## config.mk

```make
export PLATFORM = sky130hd
export DESIGN_NAME = prewish_blinky_multi
export DESIGN_NICKNAME = d
export VERILOG_FILES = /design/src/rtl/prewish_blinky_pkg.sv /design/src/rtl/blinky_channel.sv /design/src/rtl/prewish_blinky_multi.sv
export SDC_FILE = /design/constraint.sdc
export NUM_CORES = 1
export LEC_CHECK = 0
export CORE_ASPECT_RATIO = 0.6
export CORE_UTILIZATION = 52
export CTS_CLUSTER_DIAMETER = 80
export CTS_CLUSTER_SIZE = 8
export DETAILED_ROUTE_END_ITERATION = 10
export PLACE_DENSITY = 0.68
export SLEW_MARGIN = 20
export SYNTH_ARGS = -nofsm -noshare
export SYNTH_HDL_FRONTEND = slang
export SYNTH_SLANG_ARGS = --single-unit
```

## constraint.sdc

```tcl
create_clock -name CLK_I -period 19.1 [get_ports CLK_I]
set_input_delay 3.82 -clock CLK_I [delete_from_list [all_inputs] [get_ports CLK_I]]
set_output_delay 3.82 -clock CLK_I [all_outputs]
set_load 0.01 [all_outputs]
```

## src/rtl/prewish_blinky_pkg.sv

```systemverilog
// Shared types and register map for the multi-channel blink-pattern peripheral.
package prewish_blinky_pkg;

   typedef enum logic [1:0] {
      ST_IDLE = 2'd0,
      ST_RUN  = 2'd1,
      ST_DONE = 2'd2
   } ch_state_e;

   localparam logic REG_MASK = 1'b0;
   localparam logic REG_CTRL = 1'b1;

   localparam int unsigned CTRL_EN        = 0;
   localparam int unsigned CTRL_COUNTED   = 1;
   localparam int unsigned CTRL_COUNT_LSB = 2;

   localparam int unsigned STAT_RUN     = 0;
   localparam int unsigned STAT_DONE    = 1;
   localparam int unsigned STAT_REM_LSB = 2;

endpackage

```

## src/rtl/blinky_channel.sv

```systemverilog
// One LED channel: replays its mask MSB first, one bit per tick, forever or for a set number of passes.
module blinky_channel
   import prewish_blinky_pkg::*;
#(
   parameter int unsigned MASK_W = 16,
   parameter int unsigned CNT_W  = 8
) (
   input  logic              clk,
   input  logic              rst,
   input  logic              tick,
   input  logic              wr_mask,
   input  logic              wr_ctrl,
   input  logic [MASK_W-1:0] wdata,
   output logic              led,
   output logic [MASK_W-1:0] mask,
   output logic [MASK_W-1:0] status_c
);

   localparam int unsigned IDX_W = (MASK_W > 1) ? $clog2(MASK_W) : 1;
   localparam logic [IDX_W-1:0] IDX_LAST = IDX_W'(MASK_W - 1);

   ch_state_e         state_q, state_d;
   logic              en_q, en_d;
   logic              counted_q, counted_d;
   logic [CNT_W-1:0]  count_q, count_d;
   logic [CNT_W-1:0]  rem_q, rem_d;
   logic [IDX_W-1:0]  idx_q, idx_d;
   logic [MASK_W-1:0] mask_q, mask_d;
   logic              led_d;
   logic [IDX_W-1:0]  bit_sel_c;

   assign bit_sel_c = IDX_LAST - idx_q;
   assign mask      = mask_q;

   always_ff @(posedge clk or posedge rst) begin
      if (rst) begin
         state_q   <= ST_IDLE;
         en_q      <= 1'b0;
         counted_q <= 1'b0;
         count_q   <= '0;
         rem_q     <= '0;
         idx_q     <= '0;
         mask_q    <= '0;
         led       <= 1'b0;
      end else begin
         state_q   <= state_d;
         en_q      <= en_d;
         counted_q <= counted_d;
         count_q   <= count_d;
         rem_q     <= rem_d;
         idx_q     <= idx_d;
         mask_q    <= mask_d;
         led       <= led_d;
      end
   end

   // Bus writes take priority over a coincident tick; the new pattern starts on the next tick.
   always_comb begin
      state_d   = state_q;
      en_d      = en_q;
      counted_d = counted_q;
      count_d   = count_q;
      rem_d     = rem_q;
      idx_d     = idx_q;
      mask_d    = mask_q;
      led_d     = led;
      if (wr_ctrl) begin
         en_d      = wdata[CTRL_EN];
         counted_d = wdata[CTRL_COUNTED];
         count_d   = wdata[CTRL_COUNT_LSB +: CNT_W];
         rem_d     = wdata[CTRL_COUNT_LSB +: CNT_W];
         idx_d     = '0;
         led_d     = 1'b0;
         state_d   = wdata[CTRL_EN] ? ST_RUN : ST_IDLE;
      end else if (wr_mask) begin
         mask_d = wdata;
         if (state_q != ST_IDLE && en_q) begin
            state_d = ST_RUN;
            idx_d   = '0;
            rem_d   = count_q;
            led_d   = 1'b0;
         end
      end else if (tick && state_q == ST_RUN) begin
         if (counted_q && rem_q == '0) begin
            state_d = ST_DONE;
            led_d   = 1'b0;
         end else begin
            led_d = mask_q[bit_sel_c];
            if (idx_q == IDX_LAST) begin
               idx_d = '0;
               if (counted_q) begin
                  rem_d = rem_q - CNT_W'(1);
               end
            end else begin
               idx_d = idx_q + IDX_W'(1);
            end
         end
      end
   end

   always_comb begin
      status_c                           = '0;
      status_c[STAT_RUN]                 = (state_q == ST_RUN);
      status_c[STAT_DONE]                = (state_q == ST_DONE);
      status_c[STAT_REM_LSB +: CNT_W]    = rem_q;
   end

endmodule

```

## src/rtl/prewish_blinky_multi.sv

```systemverilog
// Multi-channel blink-pattern peripheral: shared slot divider, bus decode and registered bus responses.
module prewish_blinky_multi
   import prewish_blinky_pkg::*;
#(
   parameter int unsigned NUM_CH   = 4,
   parameter int unsigned MASK_W   = 16,
   parameter int unsigned CNT_W    = 8,
   parameter int unsigned DIV_BITS = 22,
   parameter int unsigned ADR_W    = $clog2(NUM_CH) + 1
) (
   input  logic              CLK_I,
   input  logic              RST_I,
   input  logic              STB_I,
   input  logic              WE_I,
   input  logic [ADR_W-1:0]  ADR_I,
   input  logic [MASK_W-1:0] DAT_I,
   output logic [MASK_W-1:0] DAT_O,
   output logic              ACK_O,
   output logic [NUM_CH-1:0] o_led,
   output logic              o_alive
);

   logic [DIV_BITS-1:0] ckdiv;
   logic                tick_c;
   logic                acc_c;
   logic [ADR_W-1:0]    ch_sel_c;
   logic                reg_sel_c;
   logic                ch_ok_c;
   logic [NUM_CH-1:0]   wr_mask_c;
   logic [NUM_CH-1:0]   wr_ctrl_c;
   logic [MASK_W-1:0]   rd_data_c;
   logic [MASK_W-1:0]   ch_mask   [NUM_CH];
   logic [MASK_W-1:0]   ch_status [NUM_CH];

   assign tick_c    = &ckdiv;
   assign o_alive   = ckdiv[DIV_BITS-1];
   assign acc_c     = STB_I & ~ACK_O;
   assign ch_sel_c  = ADR_I >> 1;
   assign reg_sel_c = ADR_I[0];
   assign ch_ok_c   = (ch_sel_c < ADR_W'(NUM_CH));

   // Per-channel write strobes; out-of-range channels decode to nothing.
   always_comb begin
      wr_mask_c = '0;
      wr_ctrl_c = '0;
      for (int unsigned i = 0; i < NUM_CH; i++) begin
         if (acc_c && WE_I && ch_ok_c && ch_sel_c == ADR_W'(i)) begin
            wr_mask_c[i] = (reg_sel_c == REG_MASK);
            wr_ctrl_c[i] = (reg_sel_c == REG_CTRL);
         end
      end
   end

   always_comb begin
      rd_data_c = '0;
      for (int unsigned i = 0; i < NUM_CH; i++) begin
         if (ch_sel_c == ADR_W'(i)) begin
            rd_data_c = (reg_sel_c == REG_CTRL) ? ch_status[i] : ch_mask[i];
         end
      end
   end

   always_ff @(posedge CLK_I or posedge RST_I) begin
      if (RST_I) begin
         ckdiv <= '0;
         ACK_O <= 1'b0;
         DAT_O <= '0;
      end else begin
         ckdiv <= ckdiv + DIV_BITS'(1);
         ACK_O <= acc_c;
         if (acc_c && !WE_I) begin
            DAT_O <= rd_data_c;
         end
      end
   end

   for (genvar g = 0; g < NUM_CH; g++) begin : g_ch
      blinky_channel #(
         .MASK_W (MASK_W),
         .CNT_W  (CNT_W)
      ) u_ch (
         .clk      (CLK_I),
         .rst      (RST_I),
         .tick     (tick_c),
         .wr_mask  (wr_mask_c[g]),
         .wr_ctrl  (wr_ctrl_c[g]),
         .wdata    (DAT_I),
         .led      (o_led[g]),
         .mask     (ch_mask[g]),
         .status_c (ch_status[g])
      );
   end

endmodule
```

==> qor.yml <==
crit_path_end_kind: "flop"
status: "finished clean"
gp_congestion: 0.966
hold_path.startpoint: "DAT_O[4]"
antenna_found_initial: 2
async_reset_ff_frac: 1.00
period_share: 0.328
fmax_mhz: 160
critPathKind: "input port to flop"
yosysTopAreaCellShare: 0.468
syn_area_sq_um: 10800
crit_arrival_ns: 6.66
final_antenna_net_count: 0
leakage_uw: 0.00509
routedWlPerCell_um: 24.8
hpwl_um: 22200
cts_max_level: 1
numCtsBuffers: 29
drt_iter0_drc: 1035
fin_crit_ns: 6.26
rows: 40
ys.flop_type: "dfrtp_1"
cts_hold_buf: 0
ys_seq_area_frac: 0.468
diodes: 0
skew_ns: 0.0147
cp.required_ns: 19.50
clockBufferDepth: 3
holdPathStages: 2
grt_pass1_vias: 7754
synthCells: 939
drcViolationCount: 0
cts_tree: "yes"
synth_top_cell_by_area: "dfrtp_1"
clock-sinks: 203
yosysWarnings: 0
clk_latency_ns: 0.53
r2r_slack_ns: 16.28
boundaryPins: 45
dieArea_sq_um: 21500
vias_per_cell: 6.58
setup_viol: 0
hold_viol: 0
peakVddDrop_uv: 60.9
post_cts_buffers: 0
max_slew_margin: 0.294
rr_startpoint: "ckdiv[16]"
area_growth_pct: 12.5
clk_pin_slew_ns: 0.05
avgSynthCellArea_sq_um: 11.6
cts_root_buf: "clkbuf_16"
path_max_fanout: 30
grt_max_degree: 147
synth_edf_count: 0
yosys-top-cells-area: "dfrtp_1, mux2_2, mux4_2"
synth-seq-cells: 203
core_region_area_sq_um: 20200
max-cap-violations: 0
p_per_area_nw_per_um2: 106
yosysUniqueCellTypes: 77
wirelength_um: 30900
startpoint_type: "input port"
worst_pin_slew_ns: 1.06
vias: 8203
die_y_um: 114
fin_setup_tns_ns: 0
rsz0062_at_grt: "no"
start_util: 0.537
numPortBuffers: 44
fin_nets: 1010
synth_nets: 975
hold_path.class: "flop to flop"
die_w_um: 188
grt_usage: 0.300
grt_overflow: 0
r2r-end: "g_ch[2].u_ch.rem_q[3]"
final_max_slew_viol_count: 0
worstHoldEndpoint: "DAT_O[4]"
reg2reg_depth: 5
first_pass_iters: 5
instances_no_fill: 1246
grt_pass1_wl_um: 48400
place_inst: 1216
drive_gt1_frac: 0.220
post_cts_resized: 0
-- per-layer routing --
metal / routed length, um / GRT usage / up-vias
li1: - / - / 3611
met1: 14500 / 0.486 / 4112
met2: 12100 / 0.387 / 429
met3: 3830 / 0.0935 / 51
met4: 493 / 0.0581 / 0
met5: 0 / 0 / -
-- cell usage in the layout, fill, tap and decap left out, types with 29 or more instances in the layout --
cell type / n
inv_1: 34
mux2_2: 111
a21oi_1: 30
mux4_2: 41
nand2_1: 66
clkdlybuf4s50_1: 43
nor2_1: 42
o21ai_0: 47
clkbuf_16: 29
dfrtp_1: 203
-- synth_stat cells (3+ instances only) --
master / n
xnor2_1: 18
a221o_1: 4
o31ai_1: 3
inv_1: 35
a21o_1: 3
a22o_1: 11
mux2_2: 111
or4_1: 4
nor2b_1: 10
and3_1: 13
dfrtp_1: 203
mux2i_1: 12
nor2_1: 42
mux4_2: 41
nand3_1: 28
o2bb2ai_1: 7
o21a_1: 3
a22oi_1: 4
o22ai_1: 4
nand4_1: 18
o21ai_0: 47
a21oi_1: 30
o22a_1: 3
and3b_1: 3
or3_1: 4
buf_2: 16
a31oi_1: 22
o32a_1: 4
o311ai_0: 3
and2_1: 11
o211ai_1: 9
nor3_1: 17
buf_4: 4
nand2_1: 66
and4_1: 9
ha_1: 13
nor3b_1: 5
a211oi_1: 12
clkbuf_1: 26
nand2b_1: 6
nor4_1: 7
-- state kept, by name, summed over array words and instances (netlist names) --
signal	count
g_ch.u_ch.mask	64
g_ch.u_ch.count_q	32
g_ch.u_ch.rem_q	32
ckdiv	22
DAT_O	16
g_ch.u_ch.idx_q	16
g_ch.u_ch.state_q	8
g_ch.u_ch.counted_q	4
g_ch.u_ch.en_q	4
g_ch.u_ch.led	4
ACK_O	1
-- kinds of logic (layout without fill, tap and decap cells) --
kind of cell / after synthesis / in the layout / synth area share
muxes: 164 / 164 / 0.211
adders and majority gates: 13 / 13 / 0.0150
AOI/OAI and AO/OA: 189 / 189 / 0.118
DFF: 203 / 203 / 0.468
and+or+nand+nor: 267 / 267 / 0.139
buffers and inverters: 83 / 117 / 0.0326
xor gates and xnor gates: 20 / 20 / 0.0161
-- worst max-delay path by stage --
| stage | from | endpoint | slack (ns) | depth (start not counted) |
|---|---|---|---|---|
| CTS | ADR_I[1] | g_ch[2].u_ch.mask[8] | 12.84 | 6 |
| global placement | ADR_I[2] | g_ch[0].u_ch.mask[7] | 12.41 | 6 |
| floorplan | RST_I | ACK_O | 9.74 | 1 |
| detailed placement | ADR_I[1] | g_ch[2].u_ch.mask[8] | 12.29 | 6 |
| global route | ADR_I[1] | g_ch[2].u_ch.mask[14] | 12.58 | 6 |
| finish | ADR_I[2] | g_ch[0].u_ch.count_q[3] | 12.84 | 6 |
-- critical path, stage by stage --
cell and delay, ns:
clkdlybuf4s50_1 0.40, buf_4 0.27, nand4bb_2 0.39, nor2_1 0.84
nand2_1 0.52, mux2_2 0.41
-- metrics by stage --
| stage | power, uW | setup WS (ns) | hold WS, ns | instance area [sq um] | utilization |
|---|---|---|---|---|---|
| finish | 1290 | 12.84 | 0.474 | 12200 | 0.604 |
| CTS | 1290 | 12.84 | 0.476 | 12200 | 0.604 |
| floorplan | 746 | 9.74 | 0.437 | 10800 | - |
| global route | 1350 | 12.58 | 0.512 | 12200 | 0.604 |
| global placement | 842 | 12.41 | 0.460 | 11500 | 0.567 |
| detailed placement | 850 | 12.29 | 0.468 | 11500 | 0.567 |
-- area by class of cell --
type | instances | area, sq um
multi-input cells | 653 | 5410
well taps | 273 | 342
clock inverters | 1 | 7.51
repair buffers | 52 | 495
clock buffers | 29 | 726
flip-flops and latches | 203 | 5080
inverters | 35 | 144
fillers | 1651 | 8010
-- where the power goes --
group          leakage, uW  total (uW)  switching, uW  internal (uW)
registers          0.00257         595           85.2            510
clock network     0.000358         438            175            263
logic              0.00217         256            119            138
total              0.00509        1290            379            911
Power figures use the tool's default switching activity.
